File: src/rtl/alu_seq_pkg.sv
// alu_seq_pkg
//   Shared types and helpers for the ALU operand/opcode sequencer.
//   - state_t   : sequencer FSM states
//   - alu_op_t  : user opcodes 0..9 as entered on the switches
//   - SEL_NOP   : {btn_change, mode} value the ALU treats as a no-op
//   - op_to_sel : opcode -> 4-bit {btn_change, mode} select
//   - phase_of  : state -> one-hot LED phase indicator
package alu_seq_pkg;

  typedef enum logic [2:0] {
    GET_Z  = 3'd0,
    GET_Y  = 3'd1,
    GET_OP = 3'd2,
    RUN    = 3'd3,
    HOLD   = 3'd4
  } state_t;

  typedef enum logic [3:0] {
    OP_ADD = 4'd0,
    OP_SUB = 4'd1,
    OP_MUL = 4'd2,
    OP_DIV = 4'd3,
    OP_MOD = 4'd4,
    OP_AND = 4'd5,
    OP_OR  = 4'd6,
    OP_XOR = 4'd7,
    OP_SHL = 4'd8,
    OP_SHR = 4'd9
  } alu_op_t;

  localparam logic [3:0] SEL_NOP = 4'b0100;

  // Highest legal opcode; 10..15 on the switches are rejected.
  localparam logic [3:0] OP_LAST = 4'd9;

  // Upper two bits select the ALU group (btn_change), lower two the mode.
  function automatic logic [3:0] op_to_sel(input alu_op_t op);
    logic [3:0] sel;
    case (op)
      OP_ADD:  sel = 4'b1100;
      OP_SUB:  sel = 4'b1101;
      OP_MUL:  sel = 4'b1110;
      OP_DIV:  sel = 4'b1111;
      OP_MOD:  sel = 4'b1000;
      OP_AND:  sel = 4'b1001;
      OP_OR:   sel = 4'b1010;
      OP_XOR:  sel = 4'b1011;
      OP_SHL:  sel = 4'b0010;
      OP_SHR:  sel = 4'b0001;
      default: sel = SEL_NOP;
    endcase
    return sel;
  endfunction

  // RUN and HOLD both show all LEDs off.
  function automatic logic [2:0] phase_of(input state_t s);
    logic [2:0] ph;
    case (s)
      GET_Z:   ph = 3'b001;
      GET_Y:   ph = 3'b010;
      GET_OP:  ph = 3'b100;
      default: ph = 3'b000;
    endcase
    return ph;
  endfunction

endpackage

File: src/rtl/alu_op_sequencer_btn_debounce.sv
// btn_debounce
//   Turns a raw, bouncy, active-low push-button into a single-cycle press
//   pulse. A 2-FF synchronizer feeds a stability counter; the accepted
//   (stable) level only follows the synchronized level once it has been
//   different for DEB_CYCLES consecutive cycles. A stable 1->0 transition
//   yields one registered press pulse; releases yield nothing.
// Ports:
//   clk    in  system clock
//   rst_n  in  synchronous active-low reset
//   key_n  in  raw active-low key
//   press  out one-cycle pulse per accepted press
module btn_debounce #(
  parameter int DEB_CYCLES = 500000
) (
  input  logic clk,
  input  logic rst_n,
  input  logic key_n,
  output logic press
);

  localparam int CW = $clog2(DEB_CYCLES);
  localparam logic [CW-1:0] CNT_MAX = CW'(DEB_CYCLES - 1);

  logic          key_meta_q, key_meta_d;
  logic          key_sync_q, key_sync_d;
  logic          stable_q, stable_d;
  logic [CW-1:0] cnt_q, cnt_d;
  logic          press_q, press_d;

  // The counter restarts whenever the synchronized level agrees with the
  // accepted level, so any bounce shorter than DEB_CYCLES is discarded.
  always_comb begin
    key_meta_d = key_n;
    key_sync_d = key_meta_q;
    stable_d   = stable_q;
    cnt_d      = cnt_q;
    press_d    = 1'b0;
    if (key_sync_q == stable_q) begin
      cnt_d = '0;
    end else if (cnt_q == CNT_MAX) begin
      stable_d = key_sync_q;
      cnt_d    = '0;
      press_d  = ~key_sync_q;
    end else begin
      cnt_d = cnt_q + CW'(1);
    end
  end

  always_ff @(posedge clk) begin
    if (!rst_n) begin
      key_meta_q <= 1'b1;
      key_sync_q <= 1'b1;
      stable_q   <= 1'b1;
      cnt_q      <= '0;
      press_q    <= 1'b0;
    end else begin
      key_meta_q <= key_meta_d;
      key_sync_q <= key_sync_d;
      stable_q   <= stable_d;
      cnt_q      <= cnt_d;
      press_q    <= press_d;
    end
  end

  assign press = press_q;

endmodule

File: src/rtl/alu_op_sequencer.sv
// alu_op_sequencer
//   Front end for the lab-3 combinational ALU. Z, Y and a 4-bit opcode are
//   entered in turn on the switches, each confirmed with the debounced
//   KEY0 press; KEY1 clears everything back to Z entry. The captured
//   operands, the encoded {btn_change, mode} select and op_valid are held
//   stable until the user starts a new calculation.
// Ports:
//   clk         in  system clock
//   rst_n       in  synchronous active-low reset
//   sw[N]       in  data switches (opcode in sw[3:0])
//   key_next_n  in  raw active-low confirm key
//   key_clr_n   in  raw active-low clear key
//   Z[N], Y[N]  out registered operands
//   mode[2]     out registered ALU mode select
//   btn_change[2] out registered ALU group select
//   op_valid    out high in RUN/HOLD
//   op_err      out one-cycle pulse on an illegal opcode confirm
//   phase[3]    out one-hot LED phase (001 Z, 010 Y, 100 OP, 000 run)
module alu_op_sequencer
  import alu_seq_pkg::*;
#(
  parameter int N          = 4,
  parameter int DEB_CYCLES = 500000
) (
  input  logic         clk,
  input  logic         rst_n,
  input  logic [N-1:0] sw,
  input  logic         key_next_n,
  input  logic         key_clr_n,
  output logic [N-1:0] Z,
  output logic [N-1:0] Y,
  output logic [1:0]   mode,
  output logic [1:0]   btn_change,
  output logic         op_valid,
  output logic         op_err,
  output logic [2:0]   phase
);

  logic next_pulse;
  logic clr_pulse;

  btn_debounce #(.DEB_CYCLES(DEB_CYCLES)) u_deb_next (
    .clk   (clk),
    .rst_n (rst_n),
    .key_n (key_next_n),
    .press (next_pulse)
  );

  btn_debounce #(.DEB_CYCLES(DEB_CYCLES)) u_deb_clr (
    .clk   (clk),
    .rst_n (rst_n),
    .key_n (key_clr_n),
    .press (clr_pulse)
  );

  state_t       state_q, state_d;
  logic [N-1:0] z_q, z_d;
  logic [N-1:0] y_q, y_d;
  logic [3:0]   sel_q, sel_d;
  logic         valid_q, valid_d;
  logic         err_q, err_d;
  logic [2:0]   phase_q, phase_d;

  logic [3:0]   op_code;
  logic         op_legal;

  assign op_code  = sw[3:0];
  assign op_legal = (op_code <= OP_LAST);

  // Clear has priority over confirm. The select only ever leaves SEL_NOP
  // on a legal GET_OP accept and is forced back on leaving HOLD, so it
  // reads as a no-op everywhere outside RUN/HOLD.
  always_comb begin
    state_d = state_q;
    z_d     = z_q;
    y_d     = y_q;
    sel_d   = sel_q;
    valid_d = valid_q;
    err_d   = 1'b0;
    if (clr_pulse) begin
      state_d = GET_Z;
      z_d     = '0;
      y_d     = '0;
      sel_d   = SEL_NOP;
      valid_d = 1'b0;
    end else begin
      case (state_q)
        GET_Z: begin
          if (next_pulse) begin
            z_d     = sw;
            state_d = GET_Y;
          end
        end
        GET_Y: begin
          if (next_pulse) begin
            y_d     = sw;
            state_d = GET_OP;
          end
        end
        GET_OP: begin
          if (next_pulse) begin
            if (op_legal) begin
              sel_d   = op_to_sel(alu_op_t'(op_code));
              valid_d = 1'b1;
              state_d = RUN;
            end else begin
              err_d = 1'b1;
            end
          end
        end
        RUN: begin
          state_d = HOLD;
        end
        HOLD: begin
          if (next_pulse) begin
            sel_d   = SEL_NOP;
            valid_d = 1'b0;
            state_d = GET_Z;
          end
        end
        default: begin
          state_d = GET_Z;
          sel_d   = SEL_NOP;
          valid_d = 1'b0;
        end
      endcase
    end
    phase_d = phase_of(state_d);
  end

  always_ff @(posedge clk) begin
    if (!rst_n) begin
      state_q <= GET_Z;
      z_q     <= '0;
      y_q     <= '0;
      sel_q   <= SEL_NOP;
      valid_q <= 1'b0;
      err_q   <= 1'b0;
      phase_q <= 3'b001;
    end else begin
      state_q <= state_d;
      z_q     <= z_d;
      y_q     <= y_d;
      sel_q   <= sel_d;
      valid_q <= valid_d;
      err_q   <= err_d;
      phase_q <= phase_d;
    end
  end

  assign Z          = z_q;
  assign Y          = y_q;
  assign mode       = sel_q[1:0];
  assign btn_change = sel_q[3:2];
  assign op_valid   = valid_q;
  assign op_err     = err_q;
  assign phase      = phase_q;

endmodule

File: config.mk
export PLATFORM = sky130hd
export DESIGN_NAME = alu_op_sequencer
export DESIGN_NICKNAME = d
export VERILOG_FILES = /design/src/rtl/alu_seq_pkg.sv /design/src/rtl/alu_op_sequencer_btn_debounce.sv /design/src/rtl/alu_op_sequencer.sv
export SDC_FILE = /design/constraint.sdc
export NUM_CORES = 1
export LEC_CHECK = 0
export BUFFER_PORTS_ARGS = -buffer_cell sky130_fd_sc_hd__buf_2
export CORE_MARGIN = 1
export CORE_UTILIZATION = 55
export DETAILED_ROUTE_END_ITERATION = 8
export PLACE_DENSITY = 0.72
export SLEW_MARGIN = 20
export SYNTH_ARGS = -nofsm -noshare
export SYNTH_HDL_FRONTEND = slang
export SYNTH_HIERARCHICAL = 1
export SYNTH_SLANG_ARGS = --single-unit
File: constraint.sdc
create_clock -name clk -period 2.99 [get_ports clk]
set_clock_uncertainty 0.1 [all_clocks]
set_input_delay 0 -clock clk [delete_from_list [all_inputs] [get_ports clk]]
set_output_delay 0 -clock clk [all_outputs]
set_load 0.02 [all_outputs]
==> impl_metrics.prom, run 1 <==
# TYPE chip_impl_metric gauge
chip_impl_metric{name="worstPathRequired",unit="ns"} 3.09
chip_impl_metric{name="avgSynthCellArea",unit="µm²"} 9.39
chip_impl_metric{name="route.detailed.vias_per_inst",unit=""} 5.53
chip_impl_metric{name="dr.pass1.iters",unit=""} 4
chip_impl_metric{name="routed-via-count",unit=""} 2308
chip_impl_metric{name="cts.htree.levels",unit=""} 3
chip_impl_metric{name="fp.dieW",unit="µm"} 74.5
chip_impl_info{name="worst-setup-path-type",value="flop to flop"} 1
chip_impl_metric{name="timing_max_transition_violations_final",unit=""} 0
chip_impl_info{name="critical_path.reg2reg.endpoint",value="u_deb_clr/cnt_q[6]"} 1
chip_impl_info{name="synth_top_cell_by_area",value="dfxtp_1"} 1
chip_impl_info{name="worst_hold_path_type",value="flop to flop"} 1
chip_impl_metric{name="initial_core_util",unit=""} 0.570
chip_impl_metric{name="globalRouteTotalUtil",unit=""} 0.221
chip_impl_metric{name="p_sw_frac",unit=""} 0.200
chip_impl_metric{name="register_area",unit="µm²"} 1320
chip_impl_info{name="layout_commonest_cell",value="dfxtp_1"} 1
chip_impl_metric{name="portion_of_synthesized_cell_area_occupied_by_the_leading_cell_type",unit=""} 0.457
chip_impl_metric{name="post-dp-hpwl",unit="µm"} 3780
chip_impl_metric{name="crit_path_max_incr_delay",unit="ns"} 0.49
chip_impl_metric{name="simple_gate_share_of_the_synthesized_area",unit=""} 0.299
chip_impl_metric{name="synth_compound_gate_area_share",unit=""} 0.0692
chip_impl_info{name="kind_of_launch_point_of_the_worst_setup_path",value="flop"} 1
chip_impl_metric{name="detailed_route_wire_length_per_cell",unit="µm"} 13.3
chip_impl_metric{name="cts.reportedPaths.clkPinSlew",unit="ns"} 0.07
chip_impl_metric{name="synth_enable_flop_cells",unit=""} 0
chip_impl_info{name="synth_flop_cell",value="dfxtp_1"} 1
chip_impl_metric{name="overflow",unit=""} 0
chip_impl_info{name="rsz0062_at_grt",value="no"} 1
chip_impl_metric{name="core-area",unit="µm²"} 5070
chip_impl_metric{name="finalSetupTns",unit="ns"} 0
chip_impl_metric{name="filler_cell_count",unit=""} 431
chip_impl_metric{name="fp-row-count",unit=""} 26
chip_impl_metric{name="final.hold.worst_slack",unit="ns"} 0.305
chip_impl_info{name="crit_path_start",value="u_deb_clr/cnt_q[8]"} 1
chip_impl_info{name="cts_tree",value="yes"} 1
chip_impl_info{name="mostFrequentLayoutCells",value="dfxtp_1 (66), nor2_1 (51), buf_2 (24), nand3_1 (19)"} 1
chip_impl_metric{name="synth_adder_area_share",unit=""} 0.00865
chip_impl_metric{name="first_global_vias",unit=""} 2131
chip_impl_metric{name="postRouteAntennaNets",unit=""} 0
chip_impl_metric{name="seqPwrFrac",unit=""} 0.508
chip_impl_metric{name="final_util",unit=""} 0.660
chip_impl_metric{name="synth_xor_xnor_area_share",unit=""} 0.100
chip_impl_info{name="synth_top_family_by_area",value="simple AND/OR/NAND/NOR gates"} 1
chip_impl_metric{name="p_clk_frac",unit=""} 0.468
chip_impl_metric{name="nNetsFinal",unit=""} 352
chip_impl_metric{name="routed_wl",unit="µm"} 5550
chip_impl_metric{name="post_synthesis_mux_area_share",unit=""} 0.0346
chip_impl_metric{name="clk_latency",unit="ns"} 0.33
chip_impl_metric{name="drv_cap",unit=""} 0
chip_impl_metric{name="post_route_cells_drive_above_1_share",unit=""} 0.159
chip_impl_metric{name="power_per_cell_area",unit="nW/µm²"} 519
chip_impl_metric{name="worst_ir_drop_vdd",unit="mV"} 0.419
chip_impl_metric{name="grt_max_degree",unit=""} 19
chip_impl_metric{name="p_leak",unit="nW"} 1.09
chip_impl_metric{name="regToRegSetupSlack",unit="ns"} 0.88
chip_impl_info{name="status",value="finished, final reports clean"} 1
chip_impl_metric{name="fin_cells",unit=""} 417
chip_impl_metric{name="timing.final.crit_period",unit="ns"} 2.11
chip_impl_metric{name="combPwrFrac",unit=""} 0.024
chip_impl_info{name="root_buffer",value="clkbuf_8"} 1
chip_impl_metric{name="floorplan.die_area",unit="µm²"} 5550
chip_impl_metric{name="total_standard_cell_area_after_synthesis",unit="µm²"} 2890
chip_impl_info{name="timing.critical_path.slowest_stage_cell",value="or4b_1"} 1
chip_impl_metric{name="total_inserted_antenna_cells",unit=""} 0
chip_impl_metric{name="cts_inserted_buffers",unit=""} 9
chip_impl_metric{name="io_buf_count",unit=""} 24
chip_impl_metric{name="cts.path.max_buffers",unit=""} 2
chip_impl_info{name="timing.rr.start",value="u_deb_clr/cnt_q[8]"} 1
chip_impl_info{name="critical_path.endpoint_type",value="flop"} 1
chip_impl_metric{name="internal-power",unit="mW"} 1.39
chip_impl_metric{name="final.period_utilization",unit=""} 0.706
chip_impl_metric{name="switching_power",unit="mW"} 0.348
chip_impl_metric{name="grt_antenna_before_repair",unit=""} 0
chip_impl_metric{name="critPathMaxFanout",unit=""} 18
chip_impl_metric{name="final_critical_path_setup_slack",unit="ns"} 0.880
chip_impl_metric{name="p_total",unit="mW"} 1.74
chip_impl_info{name="worstPathCellList",value="or4b_1, or3_4, o21bai_4, nor2_1"} 1
chip_impl_metric{name="postSynth.asyncResetShare",unit=""} 0
chip_impl_metric{name="maxClockFrequency",unit="GHz"} 0.474
chip_impl_metric{name="pin_count",unit=""} 25
chip_impl_metric{name="ys_seq_elements",unit=""} 66
chip_impl_metric{name="synth.lib_cells_used.distinct",unit=""} 42
chip_impl_metric{name="syn_to_final_growth",unit="%"} 15.8
chip_impl_metric{name="globalplace.congestion",unit=""} 0.916
chip_impl_metric{name="die-height",unit="µm"} 74.5
chip_impl_metric{name="arrival",unit="ns"} 2.21
chip_impl_metric{name="post-route-cell-area",unit="µm²"} 3350
chip_impl_metric{name="setup_bufs_post_cts",unit=""} 0
chip_impl_metric{name="timing.reg2reg.worst_path_depth",unit=""} 4
chip_impl_metric{name="ys_seq_area_frac",unit=""} 0.457
chip_impl_metric{name="postPlaceCellArea",unit="µm²"} 3030
chip_impl_metric{name="syn-num-nets",unit=""} 318
chip_impl_metric{name="post-route-drc-count",unit=""} 0
chip_impl_metric{name="dpl.cell_count",unit=""} 391
chip_impl_metric{name="max_slew.worst_pin.slew",unit="ns"} 0.631
chip_impl_metric{name="grt_pass1_wl",unit="µm"} 9280
chip_impl_metric{name="yosys_warnings",unit=""} 6
chip_impl_metric{name="netlist_instances",unit=""} 308
chip_impl_metric{name="area_of_the_multi_input_gates",unit="µm²"} 1480
chip_impl_info{name="critical_path.endpoint",value="u_deb_clr/cnt_q[6]"} 1
chip_impl_metric{name="final-setup-viol-count",unit=""} 0
chip_impl_metric{name="dpl_worst_slack",unit="ns"} 0.919
chip_impl_info{name="netlist_top_cells_area",value="dfxtp_1 (46%), nor2_1 (6.6%), xor2_1 (5.5%)"} 1
chip_impl_metric{name="clock_sink_count",unit=""} 66
chip_impl_metric{name="max_slew_margin",unit=""} 0.579
chip_impl_metric{name="detail_route.iter0.violations",unit=""} 85
chip_impl_metric{name="final-hold-violation-count",unit=""} 0
==> area by class of cell <==
type / count / area share
multi-input combinational: 226 / 0.442
sequential: 66 / 0.394
timing repair buffer: 35 / 0.0680
clock buffer: 11 / 0.0422
tap: 70 / 0.0261
clock inverter: 5 / 0.0232
inverter: 4 / 0.00448
==> logic make-up (layout without fill, tap and decap cells) <==
| family | Yosys count | in the layout |
|---|---|---|
| xor+xnor | 33 | 33 |
| buf+inv | 16 | 55 |
| flops | 66 | 66 |
| compound gates | 26 | 26 |
| simple gates | 155 | 155 |
| mux | 10 | 10 |
| fa+ha+maj | 2 | 2 |
==> worst min path at each step <==
stage	startpoint	to	slack (ns)	cells past startpoint
after floorplan	rst_n	u_deb_clr/stable_q	-0.03	1
after global placement	key_clr_n	u_deb_clr/key_meta_q	0.08	2
after detailed placement	key_clr_n	u_deb_clr/key_meta_q	0.09	2
after CTS	u_deb_next/key_meta_q	u_deb_next/key_sync_q	0.31	1
after global routing	u_deb_next/key_meta_q	u_deb_next/key_sync_q	0.33	1
final	u_deb_next/key_meta_q	u_deb_next/key_sync_q	0.31	1
==> critical path, delay by kind of cell (launching register included) <==
family	cells	cell delay (ns)
AOI/OAI and AO/OA	1	0.39
DFF	1	0.45
and+or+nand+nor	3	1.03
==> layer usage <==
layer,global-route usage,wire [µm],part of all wire
met1,0.271,2610,0.47
met2,0.359,2630,0.47
met3,0.0474,229,0.041
met4,0.124,80,0.014
met5,0,0,0
==> power by group through the flow <==
stage	clock network (mW)	registers, mW	logic [mW]
after detailed placement	0	0.904	0.0313
after global routing	0.872	0.884	0.0457
after global placement	0	0.904	0.0311
final	0.814	0.884	0.0418
after CTS	0.836	0.884	0.0416
after floorplan	0	0.903	0.0206
==> sequential cells by signal (all words and copies together), names as in the netlist <==
signal / count
u_deb_next/stable_q: 1
Z: 4
phase: 3
u_deb_clr/key_meta_q: 1
op_valid: 1
Y: 4
sel_q: 4
state_q: 3
u_deb_clr/key_sync_q: 1
u_deb_next/cnt_q: 19
u_deb_clr/cnt_q: 19
u_deb_next/key_sync_q: 1
u_deb_next/key_meta_q: 1
u_deb_next/press: 1
op_err: 1
u_deb_clr/press: 1
u_deb_clr/stable_q: 1
==> cell usage after synthesis, drive strengths merged, types with 3 or more instances <==
cell      n
nor4     12
or4       8
mux2i    10
buf       8
nand4    12
or3       8
o2bb2ai   3
a21oi     6
nand3b    3
inv       4
nand2b    7
clkbuf    4
o21ai     8
a211oi    3
and4      6
xor2     18
or4b      4
xnor2    15
dfxtp    66
nand3    19
nor2     51
nor3      3
nand2    18
==> timing repair <==
action / CTS / global route
hold buffers: 10 / 0
endpoints found under the hold margin: 23 / 0
gates resized for setup: 0 / 0
(Power assumes the default switching activity.)
==> run 2, diff against run 1 <==
--- a/config.mk
+++ b/config.mk
@@ -7,9 +7,9 @@
 export LEC_CHECK = 0
 export BUFFER_PORTS_ARGS = -buffer_cell sky130_fd_sc_hd__buf_2
 export CORE_MARGIN = 1
-export CORE_UTILIZATION = 55
+export CORE_UTILIZATION = 53
 export DETAILED_ROUTE_END_ITERATION = 8
-export PLACE_DENSITY = 0.72
+export PLACE_DENSITY = 0.73
 export SLEW_MARGIN = 20
 export SYNTH_ARGS = -nofsm -noshare
 export SYNTH_HDL_FRONTEND = slang
==> constraint.sdc (replaced) <==
create_clock -name clk -period 1.9 [get_ports clk]
set_clock_uncertainty 0.1 [all_clocks]
set_input_delay 0 -clock clk [delete_from_list [all_inputs] [get_ports clk]]
set_output_delay 0 -clock clk [all_outputs]
set_load 0.02 [all_outputs]
==> run 2 against run 1 <==
Critical path depth grew 1. Hold slack improved by 0.0042 ns. Global-route usage about the same. Clock power grew 47%. Final area grew 8.0%. Critical endpoint is now u_deb_clr/cnt_q[13]. Largest cell class unchanged.
==> impl_metrics.prom, run 2 (synthesis gave the netlist of run 1 again) <==
# TYPE chip_impl_metric gauge
chip_impl_metric{name="routed_wl",unit="µm"} 5870
chip_impl_metric{name="combPwrFrac",unit=""} 0.026
chip_impl_metric{name="post-route-drc-count",unit=""} 0
chip_impl_metric{name="fp.dieW",unit="µm"} 75.9
chip_impl_metric{name="detail_route.iter0.violations",unit=""} 129
chip_impl_metric{name="worst_ir_drop_vdd",unit="mV"} 0.515
chip_impl_metric{name="switching_power",unit="mW"} 0.534
chip_impl_info{name="mostFrequentLayoutCells",value="dfxtp_1 (57), nor2_1 (51), buf_4 (32), buf_2 (24), nand3_1 (19)"} 1
chip_impl_metric{name="arrival",unit="ns"} 1.98
chip_impl_metric{name="final-hold-violation-count",unit=""} 0
chip_impl_metric{name="fp-row-count",unit=""} 26
chip_impl_info{name="cts_tree",value="yes"} 1
chip_impl_metric{name="critical_path_buf_inv_count",unit=""} 1
chip_impl_metric{name="register_area",unit="µm²"} 1330
chip_impl_info{name="worstPathCellList",value="or4b_4, or3_4, o21bai_4, buf_12, nor2_1"} 1
chip_impl_info{name="layout_commonest_cell",value="dfxtp_1"} 1
chip_impl_metric{name="post-dp-hpwl",unit="µm"} 4140
chip_impl_info{name="rsz0062_at_grt",value="yes"} 1
chip_impl_metric{name="p_sw_frac",unit=""} 0.201
chip_impl_metric{name="final-setup-viol-count",unit=""} 0
chip_impl_metric{name="postRouteAntennaNets",unit=""} 0
chip_impl_metric{name="seqPwrFrac",unit=""} 0.523
chip_impl_info{name="timing.rr.start",value="u_deb_clr/cnt_q[10]"} 1
chip_impl_info{name="timing.critical_path.slowest_stage_cell",value="or4b_4"} 1
chip_impl_metric{name="regToRegSetupSlack",unit="ns"} 0.04
chip_impl_info{name="worst-setup-path-type",value="flop to flop"} 1
chip_impl_metric{name="pin_count",unit=""} 25
chip_impl_info{name="min_from",value="u_deb_next/key_meta_q"} 1
chip_impl_info{name="layout_top_registers",value="u_deb_clr/cnt_q: 19 flops, u_deb_next/cnt_q: 19 flops"} 1
chip_impl_metric{name="detailed_route_wire_length_per_cell",unit="µm"} 13.1
chip_impl_metric{name="timing.final.crit_period",unit="ns"} 1.86
chip_impl_info{name="timing.critical_path.max_delay_family",value="simple AND/OR/NAND/NOR gates"} 1
chip_impl_metric{name="overflow",unit=""} 0
chip_impl_info{name="worst_hold_path_type",value="flop to flop"} 1
chip_impl_metric{name="critPathMaxFanout",unit=""} 18
chip_impl_metric{name="p_leak",unit="nW"} 1.27
chip_impl_metric{name="filler_cell_count",unit=""} 410
chip_impl_metric{name="p_total",unit="mW"} 2.66
chip_impl_metric{name="post_route_cells_drive_above_1_share",unit=""} 0.262
chip_impl_metric{name="max_slew.worst_pin.slew",unit="ns"} 0.422
chip_impl_metric{name="grt_pass1_wl",unit="µm"} 9380
chip_impl_metric{name="initial_core_util",unit=""} 0.559
chip_impl_metric{name="internal-power",unit="mW"} 2.13
chip_impl_metric{name="nNetsFinal",unit=""} 384
chip_impl_metric{name="final.hold.worst_slack",unit="ns"} 0.309
chip_impl_metric{name="globalRouteTotalUtil",unit=""} 0.220
chip_impl_info{name="critical_path.reg2reg.endpoint",value="u_deb_clr/cnt_q[13]"} 1
chip_impl_info{name="kind_of_launch_point_of_the_worst_setup_path",value="flop"} 1
chip_impl_metric{name="cts.path.max_buffers",unit=""} 2
chip_impl_metric{name="p_clk_frac",unit=""} 0.451
chip_impl_metric{name="area_of_the_multi_input_gates",unit="µm²"} 1490
chip_impl_metric{name="total_inserted_antenna_cells",unit=""} 0
chip_impl_metric{name="timing.hold.worst_path_depth",unit=""} 1
chip_impl_metric{name="first_global_vias",unit=""} 2112
chip_impl_metric{name="floorplan.die_area",unit="µm²"} 5750
chip_impl_info{name="status",value="finished, final reports clean"} 1
chip_impl_info{name="timing.hold.worst_endpoint",value="u_deb_next/key_sync_q"} 1
chip_impl_metric{name="finalSetupTns",unit="ns"} 0
chip_impl_metric{name="power_per_cell_area",unit="nW/µm²"} 736
chip_impl_info{name="root_buffer",value="clkbuf_8"} 1
chip_impl_metric{name="timing.reg2reg.worst_path_depth",unit=""} 5
chip_impl_metric{name="dpl.cell_count",unit=""} 424
chip_impl_metric{name="globalplace.congestion",unit=""} 0.895
chip_impl_metric{name="crit_path_max_incr_delay",unit="ns"} 0.53
chip_impl_metric{name="cts_inserted_buffers",unit=""} 9
chip_impl_metric{name="maxClockFrequency",unit="GHz"} 0.538
chip_impl_metric{name="route.detailed.vias_per_inst",unit=""} 5.35
chip_impl_metric{name="final.period_utilization",unit=""} 0.979
chip_impl_metric{name="worstPathRequired",unit="ns"} 2.02
chip_impl_metric{name="fin_cells",unit=""} 448
chip_impl_metric{name="dr.pass1.iters",unit=""} 4
chip_impl_metric{name="grt_antenna_before_repair",unit=""} 0
chip_impl_metric{name="clk_latency",unit="ns"} 0.33
chip_impl_metric{name="syn_to_final_growth",unit="%"} 25.1
chip_impl_metric{name="io_buf_count",unit=""} 24
chip_impl_metric{name="final_util",unit=""} 0.700
chip_impl_metric{name="cts.htree.levels",unit=""} 3
chip_impl_metric{name="timing_max_transition_violations_final",unit=""} 0
chip_impl_metric{name="drv_cap",unit=""} 0
chip_impl_metric{name="cts.reportedPaths.clkPinSlew",unit="ns"} 0.07
chip_impl_metric{name="grt_max_degree",unit=""} 19
chip_impl_metric{name="max_slew_margin",unit=""} 0.718
chip_impl_metric{name="die-height",unit="µm"} 75.9
chip_impl_metric{name="routed-via-count",unit=""} 2397
chip_impl_info{name="critical_path.endpoint_type",value="flop"} 1
chip_impl_metric{name="clock_sink_count",unit=""} 66
chip_impl_metric{name="core-area",unit="µm²"} 5170
[run 2: cell types whose count changed in the layout (fill, tap and decap cells not counted), sizes merged]
| cell | before | now |
|---|---|---|
| buf | 25 | 58 |
| clkbuf | 11 | 13 |
| bufinv | 2 | 1 |
| clkinv | 2 | 1 |
| clkinvlp | 1 | 0 |
| dlygate4sd3 | 10 | 9 |
[run 2: stage by stage]
step,instance area (µm²),worst slack [ns]
3_3_place_gp,3300,0.0569
2_1_floorplan,2890,0.00911
6_report,3620,0.0407
4_1_cts,3600,0.0196
3_5_place_dp,3300,0.00985
5_1_grt,3620,-0.0267
[run 2: worst max-delay path by stage]
stage               cells past startpoint           startpoint              endpoint
finish                                  5  u_deb_clr/cnt_q[10]   u_deb_clr/cnt_q[13]
global route                            5  u_deb_clr/cnt_q[10]   u_deb_clr/cnt_q[13]
CTS                                     5  u_deb_clr/cnt_q[10]   u_deb_clr/cnt_q[13]
detailed placement                      5  u_deb_next/cnt_q[0]  u_deb_next/cnt_q[18]
global placement                        5  u_deb_next/cnt_q[0]  u_deb_next/cnt_q[18]
floorplan                               5  u_deb_clr/cnt_q[10]   u_deb_clr/cnt_q[12]
[run 2: per-layer routing]
layer  part of all wire  global-route usage  vias to the layer above
met1               0.46               0.277                     1089
met2               0.48               0.354                       65
met3              0.046              0.0595                        6
li1                   -                   -                     1237
met4              0.012              0.0967                        0
met5                  0                   0                        -
[run 2: layout make-up]
type                            count  area share
Inverter                            4     0.00415
Clock inverter                      2     0.00968
Sequential cell                    66       0.368
Tap cell                           70      0.0242
Timing Repair Buffer               67       0.136
Multi-Input combinational cell    226       0.411
Clock buffer                       13      0.0467
[run 2: repair_timing]
item	in CTS	in global routing
hold endpoints to repair	24	0
resized for setup	0	12
pin swaps	2	2
hold buffers	9	0
setup buffers	0	0
setup endpoints to repair	1	37
[run 2: power by group through the flow]
stage | registers [mW] | logic, mW | clock network, mW
floorplan | 1.42 | 0.0325 | 0
global placement | 1.42 | 0.0550 | 0
detailed placement | 1.42 | 0.0561 | 0
CTS | 1.39 | 0.0700 | 1.23
global route | 1.39 | 0.0777 | 1.29
finish | 1.39 | 0.0704 | 1.20
